### config.mk
export PLATFORM = sky130hd
export DESIGN_NAME = seg7_scan_counter
export DESIGN_NICKNAME = d
export VERILOG_FILES = /design/src/rtl/seg7_pkg.sv /design/src/rtl/seg7_decode.sv /design/src/rtl/seg7_scan_counter.sv
export SDC_FILE = /design/constraint.sdc
export NUM_CORES = 1
export LEC_CHECK = 0
export BUFFER_PORTS_ARGS = -buffer_cell sky130_fd_sc_hd__buf_2
export CAP_MARGIN = 20
export CORE_UTILIZATION = 50
export CTS_BUF_LIST = sky130_fd_sc_hd__clkbuf_8
export CTS_CLUSTER_SIZE = 40
export DETAILED_ROUTE_END_ITERATION = 12
export HOLD_SLACK_MARGIN = 0.05
export PLACE_DENSITY = 0.69
export SYNTH_ARGS = -nofsm -noshare
export SYNTH_HDL_FRONTEND = slang
export SYNTH_SLANG_ARGS = --single-unit
### constraint.sdc
create_clock -name CLK -period 3.38 [get_ports CLK]
set_clock_uncertainty 0.15 [all_clocks]
set_input_delay 0.338 -clock CLK [delete_from_list [all_inputs] [get_ports CLK]]
set_output_delay 0.338 -clock CLK [all_outputs]
set_load 0.02 [all_outputs]
### src/rtl/seg7_pkg.sv
// Shared definitions for the 7-segment scan counter: active-low segment codes
// (abcdefg, a in bit 6) and the BCD nibble width.
package seg7_pkg;

    typedef logic [6:0] seg_t;

    localparam seg_t SEG_0     = 7'b0000001;
    localparam seg_t SEG_1     = 7'b1001111;
    localparam seg_t SEG_2     = 7'b0010010;
    localparam seg_t SEG_3     = 7'b0000110;
    localparam seg_t SEG_4     = 7'b1001100;
    localparam seg_t SEG_5     = 7'b0100100;
    localparam seg_t SEG_6     = 7'b0100000;
    localparam seg_t SEG_7     = 7'b0001111;
    localparam seg_t SEG_8     = 7'b0000000;
    localparam seg_t SEG_9     = 7'b0000100;
    localparam seg_t SEG_BLANK = 7'b1111111;

    function automatic int bcd_width();
        return 32'sd4;
    endfunction

endpackage

### src/rtl/seg7_decode.sv
// Combinational BCD nibble to active-low abcdefg segment decoder; non-BCD
// codes decode to blank.
module seg7_decode
    import seg7_pkg::*;
(
    input  logic [bcd_width()-1:0] bcd,
    output seg_t                   seg
);

    // nibble to segment lookup
    always_comb begin
        seg = SEG_BLANK;
        case (bcd)
            4'd0:    seg = SEG_0;
            4'd1:    seg = SEG_1;
            4'd2:    seg = SEG_2;
            4'd3:    seg = SEG_3;
            4'd4:    seg = SEG_4;
            4'd5:    seg = SEG_5;
            4'd6:    seg = SEG_6;
            4'd7:    seg = SEG_7;
            4'd8:    seg = SEG_8;
            4'd9:    seg = SEG_9;
            default: seg = SEG_BLANK;
        endcase
    end

endmodule

### src/rtl/seg7_scan_counter.sv
// Multi-digit BCD up/down counter with a time-multiplexed common-anode
// 7-segment driver. Define SEG7_LZB_EN to enable leading-zero blanking.
module seg7_scan_counter
    import seg7_pkg::*;
#(
    parameter int DIGITS   = 4,
    parameter int STEP_CYC = 5000000,
    parameter int SCAN_CYC = 100000
) (
    input  logic                  CLK,
    input  logic                  RST_N,
    input  logic                  EN,
    input  logic                  UP,
    input  logic                  CLR,
    input  logic [DIGITS-1:0]     DP_MASK,
    output logic [4*DIGITS-1:0]   VALUE,
    output logic                  WRAP,
    output logic [DIGITS+7:0]     DISP
);

    localparam int NW = bcd_width();
    localparam int SW = $clog2(STEP_CYC);
    localparam int CW = $clog2(SCAN_CYC);
    localparam int IW = (DIGITS > 1) ? $clog2(DIGITS) : 1;

    logic [SW-1:0]        step_cnt_r;
    logic                 step_s;
    logic [NW*DIGITS-1:0] value_r;
    logic [NW*DIGITS-1:0] value_nx_s;
    logic                 carry_s;
    logic                 wrap_r;
    logic [CW-1:0]        scan_cnt_r;
    logic [IW-1:0]        idx_r;
    logic [NW-1:0]        nib_s;
    logic [DIGITS-1:0]    anode_s;
    logic                 dp_s;
    logic                 blank_s;
    seg_t                 dec_s;
    seg_t                 seg_s;
    logic [DIGITS+7:0]    disp_r;

    assign step_s = EN && (step_cnt_r == SW'(STEP_CYC - 1));

    // next BCD value: ripple carry (up) or borrow (down); carry out of the top digit means wrap
    always_comb begin
        value_nx_s = value_r;
        carry_s    = 1'b1;
        for (int i = 0; i < DIGITS; i++) begin
            if (carry_s) begin
                if (UP) begin
                    if (value_r[i*NW +: NW] == 4'd9) begin
                        value_nx_s[i*NW +: NW] = 4'd0;
                        carry_s                = 1'b1;
                    end else begin
                        value_nx_s[i*NW +: NW] = value_r[i*NW +: NW] + 4'd1;
                        carry_s                = 1'b0;
                    end
                end else begin
                    if (value_r[i*NW +: NW] == 4'd0) begin
                        value_nx_s[i*NW +: NW] = 4'd9;
                        carry_s                = 1'b1;
                    end else begin
                        value_nx_s[i*NW +: NW] = value_r[i*NW +: NW] - 4'd1;
                        carry_s                = 1'b0;
                    end
                end
            end else begin
                value_nx_s[i*NW +: NW] = value_r[i*NW +: NW];
                carry_s                = 1'b0;
            end
        end
    end

    // step prescaler, count register and wrap pulse; CLR outranks a coincident step
    always_ff @(posedge CLK) begin
        if (!RST_N) begin
            step_cnt_r <= '0;
            value_r    <= '0;
            wrap_r     <= 1'b0;
        end else if (CLR) begin
            step_cnt_r <= '0;
            value_r    <= '0;
            wrap_r     <= 1'b0;
        end else if (step_s) begin
            step_cnt_r <= '0;
            value_r    <= value_nx_s;
            wrap_r     <= carry_s;
        end else if (EN) begin
            step_cnt_r <= step_cnt_r + SW'(1);
            wrap_r     <= 1'b0;
        end else begin
            wrap_r     <= 1'b0;
        end
    end

    // free-running scan prescaler and digit index
    always_ff @(posedge CLK) begin
        if (!RST_N) begin
            scan_cnt_r <= '0;
            idx_r      <= '0;
        end else if (scan_cnt_r == CW'(SCAN_CYC - 1)) begin
            scan_cnt_r <= '0;
            idx_r      <= (idx_r == IW'(DIGITS - 1)) ? '0 : idx_r + IW'(1);
        end else begin
            scan_cnt_r <= scan_cnt_r + CW'(1);
        end
    end

    // select the scanned nibble, anode and dot
    always_comb begin
        nib_s   = '0;
        anode_s = '1;
        dp_s    = 1'b1;
        for (int i = 0; i < DIGITS; i++) begin
            if (idx_r == IW'(i)) begin
                nib_s      = value_r[i*NW +: NW];
                anode_s[i] = 1'b0;
                dp_s       = ~DP_MASK[i];
            end else begin
                anode_s[i] = 1'b1;
            end
        end
    end

    seg7_decode u_decode (
        .bcd (nib_s),
        .seg (dec_s)
    );

`ifdef SEG7_LZB_EN
    logic zero_acc_s;

    // blank a digit above position 0 when it and every higher nibble are zero
    always_comb begin
        zero_acc_s = 1'b1;
        blank_s    = 1'b0;
        for (int i = DIGITS - 1; i >= 0; i--) begin
            zero_acc_s = zero_acc_s && (value_r[i*NW +: NW] == 4'd0);
            blank_s    = blank_s || (zero_acc_s && (idx_r == IW'(i)) && (i > 32'sd0));
        end
    end
`else
    assign blank_s = 1'b0;
`endif

    assign seg_s = blank_s ? SEG_BLANK : dec_s;

    // registered pin drive; all ones keeps every digit dark
    always_ff @(posedge CLK) begin
        if (!RST_N) begin
            disp_r <= '1;
        end else begin
            disp_r <= {anode_s, seg_s, dp_s};
        end
    end

    assign VALUE = value_r;
    assign WRAP  = wrap_r;
    assign DISP  = disp_r;

endmodule

======== After elaboration in Yosys (flattened, before gate mapping) ========
Memories as Yosys holds them, arrays and structs flattened. A register that Yosys moved wholly into a read port is not among the register bits.
Cells that the tools add are included.
cells by class
  add/subtract/negate cells ............... 11
  multiplexer cells ....................... 39
  eq/ne operators ......................... 9
  reductions and logical operators ........ 14
  bitwise logic cells ..................... 7
operators with widths
  cell                                                 number
  2-to-1 mux 4 bit                                     16
  adder 23 x 1 -> 23 bit, second input constant        1
  equality test 23 bit, second input constant          1
  2-to-1 mux 1 bit                                     22
  adder 17 x 1 -> 17 bit, second input constant        1
  equality test 17 bit, second input constant          1
  adder 4 x 1 -> 4 bit, second input constant          4
  equality test 4 bit, second input constant           4
  logical NOT 4 bit                                    4
  subtractor 4 x 1 -> 4 bit, second input constant     4
  NOT 1 bit                                            7
  AND reduction 2 bit                                  3
  equality test 2 bit, second input constant           2
  OR reduction 2 bit                                   2
  OR reduction 4 bit                                   1
  OR reduction 3 bit                                   1
  adder 2 x 1 -> 2 bit, second input constant          1
  equality test 2 x 1 -> 1 bit, second input constant  1
  logical NOT 2 bit                                    1
  2-to-1 mux 2 bit                                     1
  logical AND 1 bit                                    1
  logical NOT 1 bit                                    1
word-level totals
  memories kept ........................... 1
  ROM bits ................................ 112
  output and inout bits ................... 29
  flip-flop bits (word level) ............. 71
memories
  memory           depth  width  rd ports  clocked after memory_dff  write ports  line               text
  (no name shown)  16     7      1         1                         0            seg7_decode.sv:13  case (bcd)

======== Longest topological paths before layout ========
  depth in word-level cells ............... 7
  gate-level depth with buffers ........... 10
  gate-level depth less buffers ........... 9

======== Modules after synthesis ========
A second synthesis with hierarchy kept.
second synthesis, totals
  cells, all modules ...................... 493
  area total of the unflattened synthesis .. 3923.8 µm²
modules (own cells, without submodules)
  module             area an instance (µm²)  times used  cells each
  seg7_scan_counter  3713.6                  1           460
  seg7_decode        210.2                   1           33

======== Worst setup path before layout ========
No wires, ideal clock.
  path type ............................... register -> register
  start ................................... register idx_r[0]
  end ..................................... register disp_r[4], in the netlist DISP[4]
  stages on the path, launching flop included .. 11
  period minus slack after synthesis ...... 2.546 ns
  library setup time ...................... 0.136 ns
  path slack .............................. 0.834 ns
  data arrival time ....................... 2.261 ns
  path buffers ............................ 1
  cells stage by stage .................... dfxtp_1 inv_1 ha_1 clkbuf_1 nor3b_1 a211oi_1 inv_1 ha_1 or2_2 a21oi_1 o21ai_0
on the way
  cells in the longest elaborated chain, start to end .. 5
  elaborated cells on any way between the ends .. 8
  classes of those cells .................. 3 x eq/ne; 4 x mux; 1 x reduce/logical
RTL lines
  what                            line                      text
  start, declared                 seg7_scan_counter.sv:33   logic [IW-1:0] idx_r;
  start signal, assigned          seg7_scan_counter.sv:103  idx_r <= (idx_r == IW'(DIGITS - 1)) ? '0 : idx_r + IW'(1);
  logical NOT 2 bit               seg7_scan_counter.sv:115  if (idx_r == IW'(i)) begin
  2-to-1 mux 4 bit (3 in series)  seg7_scan_counter.sv:115
  2-to-1 mux 4 bit (*)            seg7_scan_counter.sv:115
  end, declared                   seg7_scan_counter.sv:40   logic [DIGITS+7:0] disp_r;
Mark *: on every way between the ends. The rest lies on a longest branch, timed or not.
A chain may end at the register's enable or synchronous reset.

======== Worst setup path after layout ========
  start ................................... register idx_r[0]
  end ..................................... register disp_r[7], in the netlist DISP[7]
Same word-level chain as after synthesis.

==> qor.csv <==
stage,metric,value,unit
critical_path,Critical-path top delay cell,ha_1,
grt,largest net degree at the start of global routing,29,
layout,fillers,668,
routing,Vias/cell,5.54,
power,clock network fraction of total power,49.9,%
power,sw frac,20.2,%
sta,final worst path period share,77.4,%
sta,Max Clk Rate,0.382,GHz
synthesis,Cells after Synth,460,
grt,Tot GR Track Use,22.0,%
layout,Post-layout nets,508,
synthesis,"count leader, synth",dfxtp_1,
hold_path,HP Class,input pin to flop,
routing,drt total wl,7.86,mm
die,Die W,88.5,µm
power,sequential power share,46.8,%
sta,final setup TNS,0,ps
synthesis,Netlist cell types,48,
die,Initial Utilization,51.5,%
layout,design area,0.00424,mm²
critical_path,WP data required,3430,ps
routing,DRC viols,0,
sta,Slew HR,51.1,%
grt,antenna violations before repair,0,
die,Chip Height,88.5,µm
routing,Iter 0 DRT Violations,131,
layout,"Core Util, Final",58.5,%
clock_network,CTS tree,done,
power,worst vdd ir,290,µV
power,PnR Total Power,1.82,mW
synthesis,syn_area_per_cell,8.12,µm²
critical_path,reg2reg end,DISP[7],
clock_network,post-CTS repair timing setup buffer count,0,
critical_path,WS Path Type,flop to flop,
synthesis,synthesized flop and latch total,71,
placement,HPWL after DPL,5.34,mm
clock_network,CTS H-tree lvls,3,
synthesis,Syn. warnings,0,
critical_path,worst r2r path cells,9,
sta,final hold vios,0,
routing,WL per Instance,13.3,µm
hold_path,Min-Delay Path Depth,4,
die,I/O pins,38,
layout,ant diodes,0,
placement,final RePlAce weighted congestion,0.851,
power,Leak,1.56,nW
sta,final setup vio count,0,
synthesis,Commonest cells post-synth,"dfxtp_1, nor2_1, nand2_1",
critical_path,worst-path cell chain,"ha_1, a211oi_1, a211oi_1, buf_4, inv_1, ha_1, or2_2, a21oi_1, o21ai_0",
grt,GRT Residual Overflow,0,
critical_path,WP buf/inv,2,
power,internal power,1.45,mW
routing,Antenna Violating Nets Remaining,0,
power,combinational power share,3.3,%
sta,Slew Limit Fails,0,
synthesis,"Async S/R FF share, synth",0,%
synthesis,syn nets,481,
critical_path,"Largest stage delay, worst path",480,ps
synthesis,number of synthesized flops with an enable pin,0,
placement,Place WS,798,ps
sta,worst setup slack after layout,765,ps
layout,Area Overhead vs Synth,13.6,%
critical_path,critical path startpoint category,flop,
placement,placed inst area,0.00397,mm²
placement,placed cell count,575,
layout,"non-filler cells, final",591,
die,DIE AREA,0.00782,mm²
critical_path,worst-path maximum fanout,16,
synthesis,Synth Flop Type,dfxtp_1,
die,core area,0.00725,mm²
synthesis,Yosys top cell area share,38.0,%
critical_path,WP data arrival,2670,ps
synthesis,sequential-to-total area share from yosys stat,38.0,%
synthesis,"top cells by area, synth","dfxtp_1, xnor2_1, nor2_1",
sta,shortest period the worst path allows,2610,ps
hold_path,Hold Startpoint,DP_MASK[3],
hold_path,hold endpoint,DISP[0],
clock_network,clk slew on worst S/H paths,70,ps
clock_network,CTS buffer count,9,
critical_path,crit-path leading delay family,compound AO/OA/AOI/OAI gates,
clock_network,"Clk Latency, worst-skew pair",340,ps
sta,actual slew at the worst max-slew pin,732,ps
layout,fraction of layout cells with a size suffix above 1,13.8,%
critical_path,RR Startpoint,idx_r[0],
grt,vias in the first global route,2955,
power,P per Cell Area,428,mW/mm²
critical_path,register-to-register setup slack,770,ps
clock_network,clock sink count,71,
power,switching power,0.367,mW
clock_network,# hold bufs at CTS,0,
synthesis,cell area after synthesis,0.00374,mm²
die,# rows,31,
critical_path,CP Capture Type,flop,
flow_run,Max Cap Viol,0,
layout,Reg area,0.00142,mm²
routing,via count of the routed design,3276,
routing,First-pass DRT Iterations,5,
run_status,status,"finished, final reports clean",
sta,hold_ws,117,ps
clock_network,Clk Tree Root Cell,clkbuf_8,
clock_network,Post-CTS Resized,0,
clock_network,clk buf depth,2,
grt,first-pass GRT wire length,13.4,mm
layout,area of the multi-input gates,0.00216,mm²
placement,port bufs,37,
synthesis,"area leader, netlist",dfxtp_1,
sta,RSZ-0062 raised after global routing,no,
-- power by group through the flow --
stage	logic, mW	clock network (mW)	registers [mW]
CTS	0.0609	0.927	0.850
floorplan	0.0382	0	0.875
finish	0.0604	0.905	0.850
detailed placement	0.0608	0	0.869
global route	0.0682	0.965	0.851
global placement	0.0600	0	0.869
-- state kept, by name, indices dropped and copies added, names as in the netlist --
register and flops:
step_cnt_r 23, scan_cnt_r 17, VALUE 16, DISP 12, idx_r 2, WRAP 1
-- cells in the final DEF (no fill, tap or decap), types with 9 or more instances in the layout --
cell type	n
ha_1	12
nand4_1	9
o21ai_0	28
nand3_1	18
dfxtp_1	71
xor2_1	15
inv_1	17
nor3_1	21
xnor2_1	27
nand2_1	38
nor2_1	57
clkbuf_8	10
buf_2	37
a21oi_1	25
-- worst register-to-register path, delay by kind of cell, from the launching register on --
| kind | cells | cell delay (ps) |
|---|---|---|
| AO/OA/AOI/OAI | 4 | 700 |
| adder cells (fa/ha/maj) | 2 | 670 |
| buffers and inverters | 2 | 280 |
| flip-flops | 1 | 400 |
| AND/OR/NAND/NOR | 1 | 290 |
-- final cells by class --
cell class,count,share of cell area (%)
Clock inverter,6,3.12
Tap cell,99,2.92
Inverter,16,1.42
Clock buffer,10,3.24
Sequential cell,71,33.5
Multi-Input combinational cell,349,50.9
Timing Repair Buffer,40,4.89
-- worst max path at each step --
stage | from | slack, ps | end | cells after the start
after detailed placement | idx_r[0] | 800 | DISP[7] | 9
after global placement | idx_r[0] | 900 | DISP[7] | 9
after floorplan | idx_r[0] | 830 | DISP[4] | 10
after global routing | idx_r[0] | 580 | DISP[7] | 9
after CTS | idx_r[0] | 780 | DISP[7] | 9
final | idx_r[0] | 770 | DISP[7] | 9
-- metal layers --
| metal | GRT usage (%) | share of wire, % | vias up |
|---|---|---|---|
| met3 | 5.97 | 4.7 | 12 |
| li1 | - | - | 1667 |
| met5 | 0 | 0 | - |
| met2 | 34.4 | 45 | 78 |
| met1 | 28.8 | 48 | 1519 |
| met4 | 8.65 | 1.6 | 0 |
-- cell families after synthesis --
kind of cell,synth area share (%)
mux,0.804
xor+xnor,9.84
simple gates,29.8
flops,38.0
fa+ha+maj,4.02
compound gates,13.4
buf+inv,4.15
Note: power is estimated with default switching activity, not from simulation.
